==> src/rtl/fsm_req_arbiter_pkg.sv <==
// Shared definitions for the control-FSM request arbiter.
// Contents: default field widths, opcode constants, output channel state
// type and the packed layout of one forwarded mem request.
package fsm_req_arbiter_pkg;

    localparam int DEF_NUM_FSM  = 4;
    localparam int DEF_ADDR_W   = 10;
    localparam int DEF_WIDTH_W  = 3;
    localparam int DEF_OPCODE_W = 2;
    localparam int DEF_SRC_ID_W = 4;

    localparam logic [DEF_OPCODE_W-1:0] MEM_OPCODE_READ         = 2'd0;
    localparam logic [DEF_OPCODE_W-1:0] MEM_OPCODE_WRITE_ADDR   = 2'd1;
    localparam logic [DEF_OPCODE_W-1:0] ACCEL_OPCODE_WRITE_DATA = 2'd2;

    // Output channel register: empty, or holding one request until out_ready.
    typedef enum logic {
        CH_IDLE = 1'b0,
        CH_BUSY = 1'b1
    } ch_state_e;

    // Field order of one internal request as carried on the mem channel.
    typedef struct packed {
        logic [DEF_ADDR_W-1:0]   addr;
        logic [DEF_WIDTH_W-1:0]  width;
        logic [DEF_OPCODE_W-1:0] opcode;
        logic [DEF_SRC_ID_W-1:0] source_id;
    } internal_req_t;

endpackage

==> src/rtl/fsm_req_arbiter_if.sv <==
// Bundle of all request, downstream and response signals of fsm_req_arbiter.
// Modports: slave = arbiter view, master = control-FSM / NoC (bench) view.
// Handshake: a downstream channel holds out_valid with a stable payload
// until out_ready is seen high at a clock edge; the transfer happens on that
// edge (valid & ready). fsm_req_valid is a level and may stay high; arb_won
// and ack are single-cycle pulses. When FSM_ARB_TIMEOUT_EN is defined an
// extra per-FSM timeout pulse output is present.
interface fsm_req_arbiter_if
    import fsm_req_arbiter_pkg::*;
#(
    parameter int NUM_FSM  = DEF_NUM_FSM,
    parameter int ADDR_W   = DEF_ADDR_W,
    parameter int WIDTH_W  = DEF_WIDTH_W,
    parameter int OPCODE_W = DEF_OPCODE_W,
    parameter int SRC_ID_W = DEF_SRC_ID_W
);
    logic [NUM_FSM-1:0]          fsm_req_valid;
    logic [NUM_FSM-1:0]          fsm_req_is_mem;
    logic [NUM_FSM*ADDR_W-1:0]   fsm_req_addr;
    logic [NUM_FSM*WIDTH_W-1:0]  fsm_req_width;
    logic [NUM_FSM*OPCODE_W-1:0] fsm_req_opcode;
    logic [NUM_FSM*SRC_ID_W-1:0] fsm_req_source_id;
    logic [NUM_FSM-1:0]          arb_won;
    logic [NUM_FSM-1:0]          ack;
    logic                        mem_out_valid;
    logic                        mem_out_ready;
    logic [ADDR_W-1:0]           mem_out_addr;
    logic [WIDTH_W-1:0]          mem_out_width;
    logic [OPCODE_W-1:0]         mem_out_opcode;
    logic [SRC_ID_W-1:0]         mem_out_source_id;
    logic                        accel_out_valid;
    logic                        accel_out_ready;
    logic [OPCODE_W-1:0]         accel_out_opcode;
    logic [SRC_ID_W-1:0]         accel_out_source_id;
    logic                        resp_valid;
    logic [SRC_ID_W-1:0]         resp_source_id;
    logic                        unmatched_resp;
    ch_state_e                   mem_ch_state;
    ch_state_e                   accel_ch_state;
`ifdef FSM_ARB_TIMEOUT_EN
    logic [NUM_FSM-1:0]          timeout;
`endif

    modport slave (
`ifdef FSM_ARB_TIMEOUT_EN
        output timeout,
`endif
        input  fsm_req_valid, fsm_req_is_mem, fsm_req_addr, fsm_req_width,
               fsm_req_opcode, fsm_req_source_id, mem_out_ready, accel_out_ready,
               resp_valid, resp_source_id,
        output arb_won, ack, mem_out_valid, mem_out_addr, mem_out_width,
               mem_out_opcode, mem_out_source_id, accel_out_valid,
               accel_out_opcode, accel_out_source_id, unmatched_resp,
               mem_ch_state, accel_ch_state
    );

    modport master (
`ifdef FSM_ARB_TIMEOUT_EN
        input  timeout,
`endif
        output fsm_req_valid, fsm_req_is_mem, fsm_req_addr, fsm_req_width,
               fsm_req_opcode, fsm_req_source_id, mem_out_ready, accel_out_ready,
               resp_valid, resp_source_id,
        input  arb_won, ack, mem_out_valid, mem_out_addr, mem_out_width,
               mem_out_opcode, mem_out_source_id, accel_out_valid,
               accel_out_opcode, accel_out_source_id, unmatched_resp,
               mem_ch_state, accel_ch_state
    );
endinterface

==> src/rtl/fsm_req_arbiter_rr_arbiter.sv <==
// Combinational round-robin picker for one channel.
// Ports: req_i (eligible mask), ptr_i (first index to consider),
// gnt_o (one-hot grant), gnt_valid_o, gnt_idx_o (granted index),
// ptr_next_o (index after the winner, wraps since NUM_FSM is a power of two).
module fsm_req_arbiter_rr_arbiter #(
    parameter int NUM_FSM = 4,
    localparam int PTR_W  = $clog2(NUM_FSM)
) (
    input  logic [NUM_FSM-1:0] req_i,
    input  logic [PTR_W-1:0]   ptr_i,
    output logic [NUM_FSM-1:0] gnt_o,
    output logic               gnt_valid_o,
    output logic [PTR_W-1:0]   gnt_idx_o,
    output logic [PTR_W-1:0]   ptr_next_o
);
    logic             found;
    logic [PTR_W-1:0] cand;
    logic [PTR_W-1:0] win;

    always_comb begin
        found = 1'b0;
        cand  = '0;
        win   = '0;
        for (int i = 0; i < NUM_FSM; i++) begin
            // Index arithmetic wraps naturally at PTR_W bits.
            cand = ptr_i + PTR_W'(i);
            if (!found && req_i[cand]) begin
                found = 1'b1;
                win   = cand;
            end
        end
    end

    assign gnt_valid_o = found;
    assign gnt_idx_o   = win;
    assign gnt_o       = found ? (NUM_FSM'(1) << win) : '0;
    assign ptr_next_o  = win + PTR_W'(1);
endmodule

==> src/rtl/fsm_req_arbiter.sv <==
// Responder for the control-FSM request interface: grants one request per
// cycle per channel (mem, accel) round-robin, forwards it downstream, pulses
// arb_won to the winner and later ack when a response with its source_id
// returns. Unmatched responses set a sticky unmatched_resp flag.
// Ports: clk, rst (async active-high), bus (fsm_req_arbiter_if.slave).
// Optional macro FSM_ARB_TIMEOUT_EN: per-FSM response timeout counters that
// clear an outstanding request after TIMEOUT_CYCLES and pulse bus.timeout.
module fsm_req_arbiter
    import fsm_req_arbiter_pkg::*;
#(
    parameter int NUM_FSM     = DEF_NUM_FSM,
    parameter int ADDR_W      = DEF_ADDR_W,
    parameter int WIDTH_W     = DEF_WIDTH_W,
    parameter int OPCODE_W    = DEF_OPCODE_W,
    parameter int SRC_ID_W    = DEF_SRC_ID_W,
    parameter int BASE_SRC_ID = 0
`ifdef FSM_ARB_TIMEOUT_EN
    ,
    parameter int TIMEOUT_CYCLES = 255
`endif
) (
    input logic              clk,
    input logic              rst,
    fsm_req_arbiter_if.slave bus
);
    localparam int PTR_W = $clog2(NUM_FSM);
    localparam int OFF_W = SRC_ID_W + 1;

    logic [NUM_FSM-1:0]  outstanding_q, outstanding_d;
    logic [NUM_FSM-1:0]  arb_won_q, arb_won_d, ack_q, ack_d;
    logic                unmatched_q, unmatched_d;
    logic [PTR_W-1:0]    mem_ptr_q, mem_ptr_d, accel_ptr_q, accel_ptr_d;
    ch_state_e           mem_state_q, mem_state_d, accel_state_q, accel_state_d;
    logic [ADDR_W-1:0]   mem_addr_q, mem_addr_d;
    logic [WIDTH_W-1:0]  mem_width_q, mem_width_d;
    logic [OPCODE_W-1:0] mem_op_q, mem_op_d, accel_op_q, accel_op_d;
    logic [SRC_ID_W-1:0] mem_src_q, mem_src_d, accel_src_q, accel_src_d;

    logic                mem_free, accel_free;
    logic [NUM_FSM-1:0]  mem_req, accel_req, mem_gnt, accel_gnt;
    logic                mem_gnt_valid, accel_gnt_valid;
    logic [PTR_W-1:0]    mem_gnt_idx, accel_gnt_idx, mem_ptr_next, accel_ptr_next;
    logic [OFF_W-1:0]    resp_off;
    logic [PTR_W-1:0]    resp_idx;
    logic                resp_hit;
    logic [NUM_FSM-1:0]  resp_clr, to_clr;

    // A channel can take a new request when empty or when its current one
    // leaves at this edge. Eligibility uses the registered outstanding bits,
    // so a response clearing FSM i this cycle cannot re-grant i until the next.
    assign mem_free   = (mem_state_q == CH_IDLE) || bus.mem_out_ready;
    assign accel_free = (accel_state_q == CH_IDLE) || bus.accel_out_ready;
    assign mem_req    = bus.fsm_req_valid & bus.fsm_req_is_mem & ~outstanding_q
                        & {NUM_FSM{mem_free}};
    assign accel_req  = bus.fsm_req_valid & ~bus.fsm_req_is_mem & ~outstanding_q
                        & {NUM_FSM{accel_free}};

    fsm_req_arbiter_rr_arbiter #(.NUM_FSM(NUM_FSM)) u_mem_rr (
        .req_i(mem_req), .ptr_i(mem_ptr_q), .gnt_o(mem_gnt),
        .gnt_valid_o(mem_gnt_valid), .gnt_idx_o(mem_gnt_idx), .ptr_next_o(mem_ptr_next)
    );

    fsm_req_arbiter_rr_arbiter #(.NUM_FSM(NUM_FSM)) u_accel_rr (
        .req_i(accel_req), .ptr_i(accel_ptr_q), .gnt_o(accel_gnt),
        .gnt_valid_o(accel_gnt_valid), .gnt_idx_o(accel_gnt_idx), .ptr_next_o(accel_ptr_next)
    );

    // One extra bit so a source_id below BASE_SRC_ID wraps out of range.
    assign resp_off = {1'b0, bus.resp_source_id} - OFF_W'(BASE_SRC_ID);
    assign resp_idx = resp_off[PTR_W-1:0];
    assign resp_hit = bus.resp_valid && (resp_off < OFF_W'(NUM_FSM)) && outstanding_q[resp_idx];
    assign resp_clr = resp_hit ? (NUM_FSM'(1) << resp_idx) : '0;

`ifdef FSM_ARB_TIMEOUT_EN
    localparam int TO_W = ($clog2(TIMEOUT_CYCLES + 1) > 8) ? $clog2(TIMEOUT_CYCLES + 1) : 8;
    logic [TO_W-1:0]    to_cnt_q [NUM_FSM];
    logic [TO_W-1:0]    to_cnt_d [NUM_FSM];
    logic [NUM_FSM-1:0] to_fire, timeout_q;

    // A response in the same cycle wins over the timeout.
    always_comb begin
        for (int i = 0; i < NUM_FSM; i++) begin
            to_fire[i]  = outstanding_q[i] && !resp_clr[i]
                          && (to_cnt_q[i] == TO_W'(TIMEOUT_CYCLES - 1));
            to_cnt_d[i] = (outstanding_q[i] && !resp_clr[i] && !to_fire[i])
                          ? to_cnt_q[i] + 1'b1 : '0;
        end
    end

    always_ff @(posedge clk or posedge rst) begin
        if (rst) begin
            timeout_q <= '0;
            for (int i = 0; i < NUM_FSM; i++) to_cnt_q[i] <= '0;
        end else begin
            timeout_q <= to_fire;
            for (int i = 0; i < NUM_FSM; i++) to_cnt_q[i] <= to_cnt_d[i];
        end
    end

    assign to_clr      = to_fire;
    assign bus.timeout = timeout_q;
`else
    assign to_clr = '0;
`endif

    always_comb begin
        mem_state_d   = mem_state_q;
        accel_state_d = accel_state_q;
        mem_ptr_d     = mem_ptr_q;
        accel_ptr_d   = accel_ptr_q;
        mem_addr_d    = mem_addr_q;
        mem_width_d   = mem_width_q;
        mem_op_d      = mem_op_q;
        mem_src_d     = mem_src_q;
        accel_op_d    = accel_op_q;
        accel_src_d   = accel_src_q;
        arb_won_d     = mem_gnt | accel_gnt;
        ack_d         = resp_clr;
        unmatched_d   = unmatched_q || (bus.resp_valid && !resp_hit);
        // Grant needs outstanding = 0 while a clear needs outstanding = 1,
        // so set and clear never target the same FSM.
        outstanding_d = (outstanding_q & ~resp_clr & ~to_clr) | mem_gnt | accel_gnt;

        if (mem_free) begin
            if (mem_gnt_valid) begin
                mem_state_d = CH_BUSY;
                mem_ptr_d   = mem_ptr_next;
                mem_addr_d  = bus.fsm_req_addr[int'(mem_gnt_idx)*ADDR_W +: ADDR_W];
                mem_width_d = bus.fsm_req_width[int'(mem_gnt_idx)*WIDTH_W +: WIDTH_W];
                mem_op_d    = bus.fsm_req_opcode[int'(mem_gnt_idx)*OPCODE_W +: OPCODE_W];
                mem_src_d   = bus.fsm_req_source_id[int'(mem_gnt_idx)*SRC_ID_W +: SRC_ID_W];
            end else begin
                mem_state_d = CH_IDLE;
            end
        end

        if (accel_free) begin
            if (accel_gnt_valid) begin
                accel_state_d = CH_BUSY;
                accel_ptr_d   = accel_ptr_next;
                accel_op_d    = bus.fsm_req_opcode[int'(accel_gnt_idx)*OPCODE_W +: OPCODE_W];
                accel_src_d   = bus.fsm_req_source_id[int'(accel_gnt_idx)*SRC_ID_W +: SRC_ID_W];
            end else begin
                accel_state_d = CH_IDLE;
            end
        end
    end

    always_ff @(posedge clk or posedge rst) begin
        if (rst) begin
            outstanding_q <= '0;
            arb_won_q     <= '0;
            ack_q         <= '0;
            unmatched_q   <= 1'b0;
            mem_ptr_q     <= '0;
            accel_ptr_q   <= '0;
            mem_state_q   <= CH_IDLE;
            accel_state_q <= CH_IDLE;
            mem_addr_q    <= '0;
            mem_width_q   <= '0;
            mem_op_q      <= '0;
            mem_src_q     <= '0;
            accel_op_q    <= '0;
            accel_src_q   <= '0;
        end else begin
            outstanding_q <= outstanding_d;
            arb_won_q     <= arb_won_d;
            ack_q         <= ack_d;
            unmatched_q   <= unmatched_d;
            mem_ptr_q     <= mem_ptr_d;
            accel_ptr_q   <= accel_ptr_d;
            mem_state_q   <= mem_state_d;
            accel_state_q <= accel_state_d;
            mem_addr_q    <= mem_addr_d;
            mem_width_q   <= mem_width_d;
            mem_op_q      <= mem_op_d;
            mem_src_q     <= mem_src_d;
            accel_op_q    <= accel_op_d;
            accel_src_q   <= accel_src_d;
        end
    end

    assign bus.arb_won             = arb_won_q;
    assign bus.ack                 = ack_q;
    assign bus.unmatched_resp      = unmatched_q;
    assign bus.mem_out_valid       = (mem_state_q == CH_BUSY);
    assign bus.mem_out_addr        = mem_addr_q;
    assign bus.mem_out_width       = mem_width_q;
    assign bus.mem_out_opcode      = mem_op_q;
    assign bus.mem_out_source_id   = mem_src_q;
    assign bus.accel_out_valid     = (accel_state_q == CH_BUSY);
    assign bus.accel_out_opcode    = accel_op_q;
    assign bus.accel_out_source_id = accel_src_q;
    assign bus.mem_ch_state        = mem_state_q;
    assign bus.accel_ch_state      = accel_state_q;
endmodule

==> src/flat_wrapper.sv <==
// flat-port wrapper written by rule: the top's interface ports become plain ports
module fsm_req_arbiter_flat import fsm_req_arbiter_pkg::*;
#(
    parameter int NUM_FSM     = DEF_NUM_FSM,
    parameter int ADDR_W      = DEF_ADDR_W,
    parameter int WIDTH_W     = DEF_WIDTH_W,
    parameter int OPCODE_W    = DEF_OPCODE_W,
    parameter int SRC_ID_W    = DEF_SRC_ID_W,
    parameter int BASE_SRC_ID = 0

)
  (clk, rst, bus_fsm_req_valid, bus_fsm_req_is_mem, bus_fsm_req_addr, bus_fsm_req_width, bus_fsm_req_opcode, bus_fsm_req_source_id, bus_mem_out_ready, bus_accel_out_ready, bus_resp_valid, bus_resp_source_id, bus_arb_won, bus_ack, bus_mem_out_valid, bus_mem_out_addr, bus_mem_out_width, bus_mem_out_opcode, bus_mem_out_source_id, bus_accel_out_valid, bus_accel_out_opcode, bus_accel_out_source_id, bus_unmatched_resp, bus_mem_ch_state, bus_accel_ch_state);
  fsm_req_arbiter_if #(.NUM_FSM(NUM_FSM), .ADDR_W(ADDR_W), .WIDTH_W(WIDTH_W), .OPCODE_W(OPCODE_W), .SRC_ID_W(SRC_ID_W)) bus_i ();
  input logic clk;
  input logic rst;
  input wire logic [$bits(bus_i.fsm_req_valid)-1:0] bus_fsm_req_valid;
  input wire logic [$bits(bus_i.fsm_req_is_mem)-1:0] bus_fsm_req_is_mem;
  input wire logic [$bits(bus_i.fsm_req_addr)-1:0] bus_fsm_req_addr;
  input wire logic [$bits(bus_i.fsm_req_width)-1:0] bus_fsm_req_width;
  input wire logic [$bits(bus_i.fsm_req_opcode)-1:0] bus_fsm_req_opcode;
  input wire logic [$bits(bus_i.fsm_req_source_id)-1:0] bus_fsm_req_source_id;
  input wire logic [$bits(bus_i.mem_out_ready)-1:0] bus_mem_out_ready;
  input wire logic [$bits(bus_i.accel_out_ready)-1:0] bus_accel_out_ready;
  input wire logic [$bits(bus_i.resp_valid)-1:0] bus_resp_valid;
  input wire logic [$bits(bus_i.resp_source_id)-1:0] bus_resp_source_id;
  output wire logic [$bits(bus_i.arb_won)-1:0] bus_arb_won;
  output wire logic [$bits(bus_i.ack)-1:0] bus_ack;
  output wire logic [$bits(bus_i.mem_out_valid)-1:0] bus_mem_out_valid;
  output wire logic [$bits(bus_i.mem_out_addr)-1:0] bus_mem_out_addr;
  output wire logic [$bits(bus_i.mem_out_width)-1:0] bus_mem_out_width;
  output wire logic [$bits(bus_i.mem_out_opcode)-1:0] bus_mem_out_opcode;
  output wire logic [$bits(bus_i.mem_out_source_id)-1:0] bus_mem_out_source_id;
  output wire logic [$bits(bus_i.accel_out_valid)-1:0] bus_accel_out_valid;
  output wire logic [$bits(bus_i.accel_out_opcode)-1:0] bus_accel_out_opcode;
  output wire logic [$bits(bus_i.accel_out_source_id)-1:0] bus_accel_out_source_id;
  output wire logic [$bits(bus_i.unmatched_resp)-1:0] bus_unmatched_resp;
  output wire logic [$bits(bus_i.mem_ch_state)-1:0] bus_mem_ch_state;
  output wire logic [$bits(bus_i.accel_ch_state)-1:0] bus_accel_ch_state;
  assign bus_i.fsm_req_valid = bus_fsm_req_valid;
  assign bus_i.fsm_req_is_mem = bus_fsm_req_is_mem;
  assign bus_i.fsm_req_addr = bus_fsm_req_addr;
  assign bus_i.fsm_req_width = bus_fsm_req_width;
  assign bus_i.fsm_req_opcode = bus_fsm_req_opcode;
  assign bus_i.fsm_req_source_id = bus_fsm_req_source_id;
  assign bus_i.mem_out_ready = bus_mem_out_ready;
  assign bus_i.accel_out_ready = bus_accel_out_ready;
  assign bus_i.resp_valid = bus_resp_valid;
  assign bus_i.resp_source_id = bus_resp_source_id;
  assign bus_arb_won = bus_i.arb_won;
  assign bus_ack = bus_i.ack;
  assign bus_mem_out_valid = bus_i.mem_out_valid;
  assign bus_mem_out_addr = bus_i.mem_out_addr;
  assign bus_mem_out_width = bus_i.mem_out_width;
  assign bus_mem_out_opcode = bus_i.mem_out_opcode;
  assign bus_mem_out_source_id = bus_i.mem_out_source_id;
  assign bus_accel_out_valid = bus_i.accel_out_valid;
  assign bus_accel_out_opcode = bus_i.accel_out_opcode;
  assign bus_accel_out_source_id = bus_i.accel_out_source_id;
  assign bus_unmatched_resp = bus_i.unmatched_resp;
  assign bus_mem_ch_state = bus_i.mem_ch_state;
  assign bus_accel_ch_state = bus_i.accel_ch_state;
  fsm_req_arbiter #(.NUM_FSM(NUM_FSM), .ADDR_W(ADDR_W), .WIDTH_W(WIDTH_W), .OPCODE_W(OPCODE_W), .SRC_ID_W(SRC_ID_W), .BASE_SRC_ID(BASE_SRC_ID)) u_core (.clk(clk), .rst(rst), .bus(bus_i));
endmodule
==> config.mk <==
export PLATFORM = sky130hd
export DESIGN_NAME = fsm_req_arbiter_flat
export DESIGN_NICKNAME = d
export VERILOG_FILES = /design/src/rtl/fsm_req_arbiter_pkg.sv /design/src/rtl/fsm_req_arbiter_if.sv /design/src/rtl/fsm_req_arbiter_rr_arbiter.sv /design/src/rtl/fsm_req_arbiter.sv /design/src/flat_wrapper.sv
export SDC_FILE = /design/constraint.sdc
export NUM_CORES = 1
export LEC_CHECK = 0
export BUFFER_PORTS_ARGS = -buffer_cell sky130_fd_sc_hd__buf_4
export CAP_MARGIN = 10
export CORE_MARGIN = 5
export CORE_UTILIZATION = 40
export CTS_BUF_LIST = sky130_fd_sc_hd__clkbuf_8
export DETAILED_ROUTE_END_ITERATION = 8
export PLACE_DENSITY = 0.67
export SYNTH_ARGS = -nofsm -noshare
export SYNTH_HDL_FRONTEND = slang
export SYNTH_HIERARCHICAL = 1
export SYNTH_SLANG_ARGS = --single-unit
==> constraint.sdc <==
create_clock -name clk -period 3.65 [get_ports clk]
set_input_delay 0.1825 -clock clk [delete_from_list [all_inputs] [get_ports clk]]
set_output_delay 0.1825 -clock clk [all_outputs]
set_load 0.05 [all_outputs]
==> results of run 1 <==
-- where the power goes --
group	switching [mW]	leakage, nW	internal [mW]
sequential	0.141	0.523	0.696
clock	0.171	0.0593	0.201
combinational	1.07	1.27	0.762
total	1.38	1.85	1.66
-- cells in the final DEF, fill, tap and decap left out, types with 2 or more instances in the layout --
cell type and n:
sky130_fd_sc_hd__and2b_1 2, sky130_fd_sc_hd__nor4b_1 4, sky130_fd_sc_hd__o211a_1 2, sky130_fd_sc_hd__o211ai_1 2, sky130_fd_sc_hd__a21o_1 5, sky130_fd_sc_hd__nor4_4 2, sky130_fd_sc_hd__and3_1 2, sky130_fd_sc_hd__buf_4 135
sky130_fd_sc_hd__nand2b_1 7, sky130_fd_sc_hd__o21ai_0 2, sky130_fd_sc_hd__nor3b_1 2, sky130_fd_sc_hd__mux2_2 31, sky130_fd_sc_hd__mux4_1 6, sky130_fd_sc_hd__nand2b_4 2, sky130_fd_sc_hd__o21a_1 2, sky130_fd_sc_hd__mux2i_1 2
sky130_fd_sc_hd__inv_1 4, sky130_fd_sc_hd__mux4_2 19, sky130_fd_sc_hd__nor2_1 3, sky130_fd_sc_hd__or2_2 5, sky130_fd_sc_hd__and4b_1 3, sky130_fd_sc_hd__clkbuf_8 5, sky130_fd_sc_hd__a21o_2 2, sky130_fd_sc_hd__dfrtp_1 44
sky130_fd_sc_hd__a211o_1 2, sky130_fd_sc_hd__nor2b_1 7, sky130_fd_sc_hd__nand2_1 7, sky130_fd_sc_hd__ha_1 8
-- state kept, by name (all words and copies together) (netlist names) --
name,count
u_core/bus.mem_ch_state,1
u_core/accel_ptr_q,2
u_core/bus.mem_out_source_id,4
u_core/bus.accel_ch_state,1
u_core/bus.accel_out_source_id,4
u_core/bus.mem_out_addr,10
u_core/bus.unmatched_resp,1
u_core/bus.ack,4
u_core/bus.mem_out_width,3
u_core/mem_ptr_q,2
u_core/bus.mem_out_opcode,2
u_core/bus.accel_out_opcode,2
u_core/outstanding_q,4
u_core/bus.arb_won,4
-- cell type report --
cell class	count	share of cell area, %
multi-input combinational	134	40.2
tap	80	2.56
clock buffer	5	1.76
sequential	44	28.2
timing repair buffer	135	25.9
inverter	4	0.384
clock inverter	3	0.992
-- worst max-delay path: stages (launching register included) --
cell,delay (ns)
sky130_fd_sc_hd__dfrtp_1,0.39
sky130_fd_sc_hd__nand2b_1,0.17
sky130_fd_sc_hd__and4b_1,0.39
sky130_fd_sc_hd__nand2b_4,0.18
sky130_fd_sc_hd__a211o_1,0.13
sky130_fd_sc_hd__o21a_1,0.80
sky130_fd_sc_hd__mux4_2,0.42
sky130_fd_sc_hd__mux2_2,0.27
-- worst paths after layout --
check,slack (ns),to,cells after the start,start
worst max-delay path,0.78,u_core/bus.mem_out_source_id[0],7,u_core/bus.mem_ch_state
worst min-delay path,0.09,u_core/bus.ack[2],2,rst
worst max register to register,0.78,u_core/bus.mem_out_source_id[0],7,u_core/bus.mem_ch_state
worst min register to register,0.46,u_core/bus.unmatched_resp,1,u_core/bus.unmatched_resp
max in group asynchronous,2.97,u_core/bus.mem_out_source_id[3],2,rst
min in group clk,0.10,u_core/bus.unmatched_resp,2,bus_resp_valid
-- cell families after synthesis --
group | synth area share, %
compound gates | 5.06
simple gates | 13.7
mux | 34.5
buf+inv | 3.43
flops | 39.7
fa+ha+maj | 3.61
-- layer usage --
metal / global-route usage, % / wire, µm
met5: 0 / 0
met4: 4.88 / 79
met3: 6.03 / 639
met2: 29.2 / 3530
met1: 18.3 / 2700
==> impl_table.tex, run 1 <==
\begin{tabular}{lr}
\hline
Metric & Value \\
\hline
\multicolumn{2}{l}{\textbf{Detailed routing}} \\
\quad Routed len/inst & 17.1 µm \\
\quad Residual DRC & 0 \\
\quad Antenna violation net count after detailed routing & 0 \\
\quad Total wire length after detailed routing & 6940 µm \\
\quad Vias per cell & 5.26 \\
\quad Total iterations of the first detailed-routing run & 4 \\
\quad Total via count after detailed routing & 2132 \\
\quad DRT iter0 DRCs & 80 \\
\multicolumn{2}{l}{\textbf{Logic synthesis}} \\
\quad Count of state elements after synthesis & 44 \\
\quad Post-synthesis average cell area & 14.4 µm² \\
\quad Most frequent cell after synthesis & sky130\_fd\_sc\_hd\_\_dfrtp\_1 \\
\quad Most instantiated flip-flop cell in the synthesis netlist & sky130\_fd\_sc\_hd\_\_dfrtp\_1 \\
\quad Synth top cells by count & sky130\_fd\_sc\_hd\_\_dfrtp\_1 (44), sky130\_fd\_sc\_hd\_\_mux2\_2 (31), sky130\_fd\_sc\_hd\_\_mux4\_2 (19) \\
\quad Number of distinct library cell variants in the gate-level netlist after synthesis & 36 \\
\quad Share of flip-flops with an asynchronous set or reset & 100\% \\
\quad Area share of the largest cell type after synthesis & 39.7\% \\
\quad Post-Synthesis Cell Area & 2770 µm² \\
\quad Count of warnings emitted by yosys & 6 \\
\quad Fraction of the yosys area taken by sequential cells & 39.7\% \\
\quad Top post-synthesis cells by area & sky130\_fd\_sc\_hd\_\_dfrtp\_1 (40\%), sky130\_fd\_sc\_hd\_\_mux4\_2 (15\%), sky130\_fd\_sc\_hd\_\_mux2\_2 (13\%) \\
\quad Synthesized Nets & 294 \\
\quad Cells after synthesis & 193 \\
\quad Cell taking the most area after synthesis & sky130\_fd\_sc\_hd\_\_dfrtp\_1 \\
\quad Count of flip-flops with a built-in enable after synthesis & 0 \\
\multicolumn{2}{l}{\textbf{Floorplan}} \\
\quad Number of rows created at floorplan & 30 \\
\quad Full die area & 8690 µm² \\
\quad Initial Utilization & 41.0\% \\
\quad Number of top-level design ports & 131 \\
\quad Core area & 6760 µm² \\
\quad Die Span X & 93.2 µm \\
\quad Die height & 93.2 µm \\
\multicolumn{2}{l}{\textbf{Pwr}} \\
\quad IR drop worst, VDD & 0.000433 V \\
\quad Static Leak & 1.85 nW \\
\quad Total power after layout & 3.04 mW \\
\quad Power density of the placed cells & 777 nW/µm² \\
\multicolumn{2}{l}{\textbf{Timing}} \\
\quad Final-report max-slew violation count & 0 \\
\quad Final hold slack & 0.0947 ns \\
\quad Time the worst path needs with I/O delays and setup & 2.87 ns \\
\quad Sum Neg Setup Slack & 0 ns \\
\quad Worst slew margin relative to its limit & 31.8\% \\
\quad Setup repair after global routing missed its margin & false \\
\quad Worst setup slack after layout & 0.776 ns \\
\quad Measured slew at the worst slew-check pin & 1.02 ns \\
\quad Share of the clock period used by the worst path & 78.7\% \\
\quad Post-Route Skew & 0.00667 ns \\
\quad Endpoints failing hold & 0 \\
\quad Final setup violating endpoints & 0 \\
\quad Max Clock Freq & 348 MHz \\
\multicolumn{2}{l}{\textbf{Placement}} \\
\quad Global placement routability congestion & 0.819 \\
\quad Detailed-placement wirelength estimate & 5380 µm \\
\quad Placement Cell Area & 3800 µm² \\
\quad Place WS & 0.752 ns \\
\quad Total of buffers placed on input and output ports & 130 \\
\quad Post-Place Cells & 397 \\
\multicolumn{2}{l}{\textbf{Worst setup path}} \\
\quad Biggest fanout along the worst timing path & 21 \\
\quad Startpoint type of the worst setup path & register \\
\quad Data arrival time of the critical path & 3.06 ns \\
\quad Endpoint class of the critical path & register \\
\quad Required time of the critical path & 3.84 ns \\
\quad Critical Setup Path Class & register to register \\
\multicolumn{2}{l}{\textbf{Clock network}} \\
\quad Number of clock sinks seen by CTS & 44 \\
\quad TritonCTS buffer count & 5 \\
\quad Number of post-CTS setup repair buffers & 0 \\
\quad Gates resized, CTS repair & 0 \\
\quad CTS tree & done \\
\quad Later-pin clock latency in the skew report & 0.30 ns \\
\quad Clock-pin slew reported for the worst setup and hold paths after clock tree synthesis & 0.09 ns \\
\quad Max Buffers Root-to-Sink & 2 \\
\quad Cts hold-fix bufs & 0 \\
\quad Clk root buf & sky130\_fd\_sc\_hd\_\_clkbuf\_8 \\
\quad H-tree level count & 2 \\
\multicolumn{2}{l}{\textbf{Flow run}} \\
\quad Max capacitance violation total & 0 \\
\multicolumn{2}{l}{\textbf{Global route}} \\
\quad Vias in the first global route & 2457 \\
\quad Initial antenna violation count & 0 \\
\quad Overflow left after global routing & 0 \\
\quad Total global routing track utilization & 16.5\% \\
\quad First-pass GRT wire length & 11300 µm \\
\quad Maximum number of pins on one net before global-route repair & 45 \\
\multicolumn{2}{l}{\textbf{Layout}} \\
\quad Post-Layout Inst Area & 3910 µm² \\
\quad Filler Cells Inserted & 562 \\
\quad \# diodes & 0 \\
\quad Final Core Density & 57.9\% \\
\quad Layout Nets & 425 \\
\quad Multi-input gate area in the final layout & 1570 µm² \\
\quad Area Overhead vs Synth & 41.2\% \\
\quad Area occupied by registers & 1100 µm² \\
\quad Non-Filler Instances & 405 \\
\quad Fraction of layout cells with a size suffix above 1 & 63.4\% \\
\multicolumn{2}{l}{\textbf{Min path}} \\
\quad HP Class & input port to asynchronous set/reset pin \\
\multicolumn{2}{l}{\textbf{Run status}} \\
\quad Outcome & complete, no violations \\
\hline
\end{tabular}
Note: power is estimated with default switching activity, not from simulation.
==> inputs of run 2 (changes only) <==
clock period = 2.9 ns   (was 3.65 ns; I/O delays follow)
==> run 2 against run 1 <==
  * Highest routed layer unchanged
  * Clock-buffer cell count unchanged
  * Worst hold slack worse by 0.039 ns
  * Clock skew about the same
  * Routed wire length up 3.3%
  * Fmax up 7.6%
  * Sequential share of layout area down 0.43 points
  * Die area unchanged
  * Critical endpoint is now u_core/bus.accel_out_source_id[2]
  * Total power up 27%
  * Non-clock buffer count up 1
  * Largest power group unchanged
==> impl_table.tex, run 2 (synthesized netlist as in run 1, its figures left out) <==
\begin{tabular}{lr}
\hline
Metric & Value \\
\hline
\multicolumn{2}{l}{\textbf{Timing}} \\
\quad Max Clock Freq & 374 MHz (was 348 MHz) \\
\quad Worst slew margin relative to its limit & 36.8\% (was 31.8\%) \\
\quad Setup repair after global routing missed its margin & false (unchanged) \\
\quad Time the worst path needs with I/O delays and setup & 2.67 ns (was 2.87 ns) \\
\quad Final-report max-slew violation count & 0 (unchanged) \\
\quad Endpoints failing hold & 0 (unchanged) \\
\quad Share of the clock period used by the worst path & 92.1\% (was 78.7\%) \\
\quad Sum Neg Setup Slack & 0 ns (unchanged) \\
\quad Measured slew at the worst slew-check pin & 0.946 ns (was 1.02 ns) \\
\quad Post-Route Skew & 0.00638 ns (was 0.00667 ns) \\
\quad Final hold slack & 0.0560 ns (was 0.0947 ns) \\
\quad Final setup violating endpoints & 0 (unchanged) \\
\multicolumn{2}{l}{\textbf{Worst setup path}} \\
\quad Required time of the critical path & 3.08 ns (was 3.84 ns) \\
\quad Biggest fanout along the worst timing path & 8 (was 21) \\
\quad Endpoint class of the critical path & register (unchanged) \\
\quad Slowest cell on the critical path & sky130\_fd\_sc\_hd\_\_mux4\_2 (was sky130\_fd\_sc\_hd\_\_o21a\_1) \\
\quad Cell chain of the critical path & nor2b\_2 > nor4b\_4 > mux2i\_1 > nand2\_1 > o211a\_1 > mux4\_2 > mux2\_2 (was nand2b\_1 > and4b\_1 > nand2b\_4 > a211o\_1 > o21a\_1 > mux4\_2 > mux2\_2) \\
\quad Startpoint type of the worst setup path & register (unchanged) \\
\quad Critical Setup Path Class & register to register (unchanged) \\
\quad Crit path largest cell delay & 0.56 ns (was 0.80 ns) \\
\quad Data arrival time of the critical path & 2.86 ns (was 3.06 ns) \\
\multicolumn{2}{l}{\textbf{Detailed routing}} \\
\quad Routed len/inst & 17.7 µm (was 17.1 µm) \\
\quad Antenna violation net count after detailed routing & 0 (unchanged) \\
\quad Total wire length after detailed routing & 7180 µm (was 6940 µm) \\
\quad Vias per cell & 5.36 (was 5.26) \\
\quad Residual DRC & 0 (unchanged) \\
\quad Total via count after detailed routing & 2175 (was 2132) \\
\quad Total iterations of the first detailed-routing run & 4 (unchanged) \\
\quad DRT iter0 DRCs & 63 (was 80) \\
\multicolumn{2}{l}{\textbf{Clock network}} \\
\quad Max Buffers Root-to-Sink & 2 (unchanged) \\
\quad Cts hold-fix bufs & 0 (unchanged) \\
\quad Clock-pin slew reported for the worst setup and hold paths after clock tree synthesis & 0.08 ns (was 0.09 ns) \\
\quad H-tree level count & 2 (unchanged) \\
\quad Number of clock sinks seen by CTS & 44 (unchanged) \\
\quad Clk root buf & sky130\_fd\_sc\_hd\_\_clkbuf\_8 (unchanged) \\
\quad Later-pin clock latency in the skew report & 0.30 ns (about the same) \\
\quad TritonCTS buffer count & 5 (unchanged) \\
\quad CTS tree & done (unchanged) \\
\multicolumn{2}{l}{\textbf{Placement}} \\
\quad Detailed-placement wirelength estimate & 5730 µm (was 5380 µm) \\
\quad Global placement routability congestion & 0.788 (was 0.819) \\
\quad Total of buffers placed on input and output ports & 130 (unchanged) \\
\multicolumn{2}{l}{\textbf{Global route}} \\
\quad Initial antenna violation count & 0 (unchanged) \\
\quad Met1 Usage GRT & 20.9\% (was 18.3\%) \\
\quad First-pass GRT wire length & 11600 µm (was 11300 µm) \\
\quad Most used routing layer in global routing & met2 (unchanged) \\
\quad Maximum number of pins on one net before global-route repair & 45 (unchanged) \\
\quad Vias in the first global route & 2362 (was 2457) \\
\quad Global routing met3 resource utilization & 6.92\% (was 6.03\%) \\
\quad Overflow left after global routing & 0 (unchanged) \\
\quad Global-route met2 utilization & 27.9\% (was 29.2\%) \\
\quad Total global routing track utilization & 17.1\% (was 16.5\%) \\
\multicolumn{2}{l}{\textbf{Layout}} \\
\quad Top library cells by usage in the layout, fill and taps aside & sky130\_fd\_sc\_hd\_\_buf\_4 (136), sky130\_fd\_sc\_hd\_\_dfrtp\_1 (44), sky130\_fd\_sc\_hd\_\_mux2\_2 (31) (was sky130\_fd\_sc\_hd\_\_buf\_4 (135), sky130\_fd\_sc\_hd\_\_dfrtp\_1 (44), sky130\_fd\_sc\_hd\_\_mux2\_2 (31)) \\
\quad Most frequent standard cell in the layout excluding fill and tap cells & sky130\_fd\_sc\_hd\_\_buf\_4 (unchanged) \\
\quad Area Overhead vs Synth & 43.4\% (was 41.2\%) \\
\quad Flip-flop count of the largest register, all copies and words added & 10 (unchanged) \\
\quad Fraction of layout cells with a size suffix above 1 & 65.0\% (was 63.4\%) \\
\quad Layout Nets & 426 (was 425) \\
\quad \# diodes & 0 (unchanged) \\
\multicolumn{2}{l}{\textbf{Floorplan}} \\
\quad Core area & 6760 µm² (unchanged) \\
\quad Number of rows created at floorplan & 30 (unchanged) \\
\quad Number of top-level design ports & 131 (unchanged) \\
\quad Die Span X & 93.2 µm (unchanged) \\
\quad Die height & 93.2 µm (unchanged) \\
\quad Full die area & 8690 µm² (unchanged) \\
\quad Initial Utilization & 41.0\% (unchanged) \\
\multicolumn{2}{l}{\textbf{Min path}} \\
\quad HP Class & input port to asynchronous set/reset pin (unchanged) \\
\multicolumn{2}{l}{\textbf{Pwr}} \\
\quad IR drop worst, VDD & 0.000556 V (was 0.000433 V) \\
\quad Static Leak & 1.87 nW (was 1.85 nW) \\
\quad Power density of the placed cells & 975 nW/µm² (was 777 nW/µm²) \\
\quad Total power after layout & 3.87 mW (was 3.04 mW) \\
\multicolumn{2}{l}{\textbf{Run status}} \\
\quad Outcome & complete, no violations (unchanged) \\
\multicolumn{2}{l}{\textbf{Flow run}} \\
\quad Max capacitance violation total & 0 (unchanged) \\
\hline
\end{tabular}
run 2: cell types whose count changed in the layout (fill, tap and decap cells not counted), sizes merged:
cell and change:
buf +1
run 2: path summary, 6_finish.rpt:
check,slack (ns),endpoint,cells past startpoint,start
setup / recovery,0.23,u_core/bus.accel_out_source_id[2],7,u_core/bus.accel_ch_state
hold / removal,0.06,u_core/bus.ack[3],2,rst
setup reg to reg,0.23,u_core/bus.accel_out_source_id[2],7,u_core/bus.accel_ch_state
hold reg to reg,0.46,u_core/bus.unmatched_resp,1,u_core/bus.unmatched_resp
max in group asynchronous,2.24,u_core/bus.mem_out_source_id[2],2,rst
min in group clk,0.06,u_core/bus.unmatched_resp,2,bus_resp_valid
run 2: worst max-delay path: cells and delay by family (launching register included):
kind             cells  cell delay [ns]
AO/OA/AOI/OAI        1             0.46
flip-flops           1             0.39
multiplexers         3             0.97
AND/OR/NAND/NOR      3             0.74
run 2: area by class of cell:
class	instances	area [µm²]
Fill cell	558	2780
Multi-Input combinational cell	134	1630
Sequential cell	44	1100
Timing Repair Buffer	136	1020
Tap cell	80	100
Clock buffer	5	68.8
Clock inverter	3	38.8
Inverter	4	15.0
run 2: per-layer routing:
layer	part of all wire, %	wire length, µm
met1	40	2880
met3	9.4	674
met2	49	3520
met5	0	0
met4	1.3	96
run 2: repair_timing:
item                       CTS  global route
setup endpoints to repair    0             8
setup buffers                0             0
resized for setup            0             5
run 2: stage by stage:
step	instance area (µm²)	setup WS [ns]	std cells	utilization, %
finish	3970	0.228	406	58.8
global route	3970	0.0288	406	58.8
CTS	3940	0.0220	406	58.3
detailed placement	3830	0.0378	398	56.7
global placement	3830	0.120	398	56.7
floorplan	2790	0.0674	193	-
run 2: power breakdown:
part	internal [mW]	total (mW)	switching, mW
Combinational	0.979	2.33	1.35
Clock	0.252	0.463	0.211
Sequential	0.876	1.08	0.202
Total	2.11	3.87	1.77
==> inputs of run 3 (changes only) <==
MAX_ROUTING_LAYER = met4   (was default)
SLEW_MARGIN = 20   (was default)
==> run 3 against run 2 <==
  * Die area unchanged
  * Clock skew down 0.0018 ns
  * Final cell count unchanged
  * Critical endpoint unchanged
  * Largest cell class unchanged
==> impl_table.tex, run 3 (synthesized netlist as in run 1, its figures left out) <==
\begin{tabular}{lr}
\hline
Metric & Value \\
\hline
\multicolumn{2}{l}{\textbf{Worst setup path}} \\
\quad Endpoint class of the critical path & register (unchanged) \\
\quad Startpoint type of the worst setup path & register (unchanged) \\
\quad Worst reg2reg path startpoint & u\_core/bus.accel\_ch\_state (unchanged) \\
\quad Worst Reg2Reg Path Length in Cells & 7 (unchanged) \\
\quad Worst-case register-to-register setup slack & 0.22 ns (was 0.23 ns) \\
\quad Biggest fanout along the worst timing path & 8 (unchanged) \\
\quad Critical Setup Path Class & register to register (unchanged) \\
\quad FF-to-FF End & u\_core/bus.accel\_out\_source\_id[2] (unchanged) \\
\quad Required time of the critical path & 3.08 ns (about the same) \\
\quad Data arrival time of the critical path & 2.86 ns (about the same) \\
\multicolumn{2}{l}{\textbf{Clock network}} \\
\quad TritonCTS buffer count & 5 (unchanged) \\
\quad CTS tree & done (unchanged) \\
\quad Clock-pin slew reported for the worst setup and hold paths after clock tree synthesis & 0.08 ns (about the same) \\
\quad Max Buffers Root-to-Sink & 2 (unchanged) \\
\quad Number of post-CTS setup repair buffers & 0 (unchanged) \\
\quad Number of clock sinks seen by CTS & 44 (unchanged) \\
\quad H-tree level count & 2 (unchanged) \\
\quad Later-pin clock latency in the skew report & 0.30 ns (about the same) \\
\quad Clk root buf & sky130\_fd\_sc\_hd\_\_clkbuf\_8 (unchanged) \\
\multicolumn{2}{l}{\textbf{Min path}} \\
\quad Beginning of the worst hold path & bus\_resp\_valid \\
\quad Endpoint, Worst Hold & u\_core/bus.unmatched\_resp \\
\quad HP Class & input port to register (was input port to asynchronous set/reset pin) \\
\quad Worst Hold Path Cells & 2 \\
\multicolumn{2}{l}{\textbf{Global route}} \\
\quad First-pass GRT wire length & 11600 µm (about the same) \\
\quad Vias in the first global route & 2372 (was 2362) \\
\quad Global routing met3 resource utilization & 5.87\% (was 6.92\%) \\
\quad Total global routing track utilization & 17.6\% (was 17.1\%) \\
\quad Maximum number of pins on one net before global-route repair & 45 (unchanged) \\
\quad Overflow left after global routing & 0 (unchanged) \\
\quad Global-route met2 utilization & 27.9\% (unchanged) \\
\quad Initial antenna violation count & 0 (unchanged) \\
\quad Met1 Usage GRT & 21.6\% (was 20.9\%) \\
\quad Most used routing layer in global routing & met2 (unchanged) \\
\multicolumn{2}{l}{\textbf{Layout}} \\
\quad Area Overhead vs Synth & 43.4\% (unchanged) \\
\quad Area occupied by registers & 1100 µm² (unchanged) \\
\quad Fraction of layout cells with a size suffix above 1 & 65.0\% (unchanged) \\
\quad \# diodes & 0 (unchanged) \\
\quad Most frequent standard cell in the layout excluding fill and tap cells & sky130\_fd\_sc\_hd\_\_buf\_4 (unchanged) \\
\quad Layout Nets & 426 (unchanged) \\
\quad Flip-flop count of the largest register, all copies and words added & 10 (unchanged) \\
\quad Top library cells by usage in the layout, fill and taps aside & sky130\_fd\_sc\_hd\_\_buf\_4 (136), sky130\_fd\_sc\_hd\_\_dfrtp\_1 (44), sky130\_fd\_sc\_hd\_\_mux2\_2 (31) (unchanged) \\
\quad Post-Layout Inst Area & 3970 µm² (unchanged) \\
\quad Multi-input gate area in the final layout & 1630 µm² (unchanged) \\
\quad Filler Cells Inserted & 558 (unchanged) \\
\multicolumn{2}{l}{\textbf{Timing}} \\
\quad Measured slew at the worst slew-check pin & 0.952 ns (was 0.946 ns) \\
\quad Post-Route Skew & 0.00454 ns (was 0.00638 ns) \\
\quad Max Clock Freq & 373 MHz (was 374 MHz) \\
\quad Final setup violating endpoints & 0 (unchanged) \\
\quad Final-report max-slew violation count & 0 (unchanged) \\
\quad Share of the clock period used by the worst path & 92.4\% (was 92.1\%) \\
\quad Sum Neg Setup Slack & 0 ns (unchanged) \\
\quad Setup repair after global routing missed its margin & false (unchanged) \\
\quad Endpoints failing hold & 0 (unchanged) \\
\quad Worst slew margin relative to its limit & 36.5\% (was 36.8\%) \\
\quad Time the worst path needs with I/O delays and setup & 2.68 ns (was 2.67 ns) \\
\multicolumn{2}{l}{\textbf{Floorplan}} \\
\quad Die height & 93.2 µm (unchanged) \\
\quad Number of top-level design ports & 131 (unchanged) \\
\quad Initial Utilization & 41.0\% (unchanged) \\
\quad Number of rows created at floorplan & 30 (unchanged) \\
\quad Full die area & 8690 µm² (unchanged) \\
\quad Core area & 6760 µm² (unchanged) \\
\quad Die Span X & 93.2 µm (unchanged) \\
\multicolumn{2}{l}{\textbf{Pwr}} \\
\quad Total power after layout & 3.88 mW (was 3.87 mW) \\
\quad Static Leak & 1.87 nW (unchanged) \\
\quad IR drop worst, VDD & 0.000559 V (was 0.000556 V) \\
\quad Power density of the placed cells & 976 nW/µm² (was 975 nW/µm²) \\
\multicolumn{2}{l}{\textbf{Flow run}} \\
\quad Max capacitance violation total & 0 (unchanged) \\
\multicolumn{2}{l}{\textbf{Detailed routing}} \\
\quad Residual DRC & 0 (unchanged) \\
\quad Total via count after detailed routing & 2188 (was 2175) \\
\quad Total iterations of the first detailed-routing run & 4 (unchanged) \\
\quad Vias per cell & 5.39 (was 5.36) \\
\quad DRT iter0 DRCs & 64 (was 63) \\
\quad Routed len/inst & 17.7 µm (about the same) \\
\quad Total wire length after detailed routing & 7200 µm (was 7180 µm) \\
\quad Antenna violation net count after detailed routing & 0 (unchanged) \\
\multicolumn{2}{l}{\textbf{Run status}} \\
\quad Outcome & complete, no violations (unchanged) \\
\multicolumn{2}{l}{\textbf{Placement}} \\
\quad Placement Cell Area & 3830 µm² (unchanged) \\
\quad Detailed-placement wirelength estimate & 5730 µm (unchanged) \\
\quad Global placement routability congestion & 0.799 (was 0.788) \\
\quad Total of buffers placed on input and output ports & 130 (unchanged) \\
\hline
\end{tabular}
run 3: cell counts in the layout (fill, tap and decap cells not counted):
Identical to the previous run, type by type.
run 3: area by class of cell:
class                   count  share of cell area, %
clock inverters             3                  0.976
repair buffers            136                   25.7
well taps                  80                   2.52
clock buffers               5                   1.73
flip-flops and latches     44                   27.7
inverters                   4                  0.378
multi-input cells         134                   41.0
run 3: stage by stage:
stage	std cells	utilization [%]	hold slack (ns)	setup slack, ns
global route	406	58.8	0.0605	0.0288
detailed placement	398	56.7	0.364	0.0378
floorplan	193	-	0.262	0.0674
CTS	406	58.3	0.0494	0.0220
finish	406	58.8	0.0559	0.222
global placement	398	56.7	0.366	0.120
run 3: metal layers:
metal | wire length [µm] | vias to the layer above
li1 | - | 1005
met1 | 3000 | 1074
met2 | 3540 | 99
met3 | 564 | 10
met4 | 93 | 0
met5 | 0 | -
run 3: worst max path at each step:
stage          cells past startpoint                 startpoint                                 to  slack, ns
2_1_floorplan                      8  u_core/bus.accel_ch_state     u_core/bus.accel_out_opcode[0]       0.07
3_3_place_gp                       7  u_core/bus.accel_ch_state     u_core/bus.accel_out_opcode[1]       0.12
3_5_place_dp                       7  u_core/bus.accel_ch_state  u_core/bus.accel_out_source_id[1]       0.04
4_1_cts                            7  u_core/bus.accel_ch_state  u_core/bus.accel_out_source_id[2]       0.02
5_1_grt                            7  u_core/bus.accel_ch_state     u_core/bus.accel_out_opcode[0]       0.03
6_report                           7  u_core/bus.accel_ch_state  u_core/bus.accel_out_source_id[2]       0.22
run 3: what timing repair did:
| action | CTS | global route |
|---|---|---|
| setup endpoints to repair | 0 | 8 |
| resized for setup | 0 | 5 |
| hold buffers | 0 | 0 |
run 3: power by group:
group	leakage (nW)	internal, mW	switching (mW)	total (mW)
sequential	0.523	0.876	0.202	1.08
clock	0.0593	0.252	0.210	0.462
combinational	1.29	0.979	1.36	2.34
total	1.87	2.11	1.77	3.88
run 3: critical path: stages (launching register included):
cell and delay [ns]:
sky130_fd_sc_hd__dfrtp_1 0.39, sky130_fd_sc_hd__nor2b_2 0.22, sky130_fd_sc_hd__nor4b_4 0.41, sky130_fd_sc_hd__mux2i_1 0.13
sky130_fd_sc_hd__nand2_1 0.11, sky130_fd_sc_hd__o211a_1 0.46, sky130_fd_sc_hd__mux4_2 0.56, sky130_fd_sc_hd__mux2_2 0.28
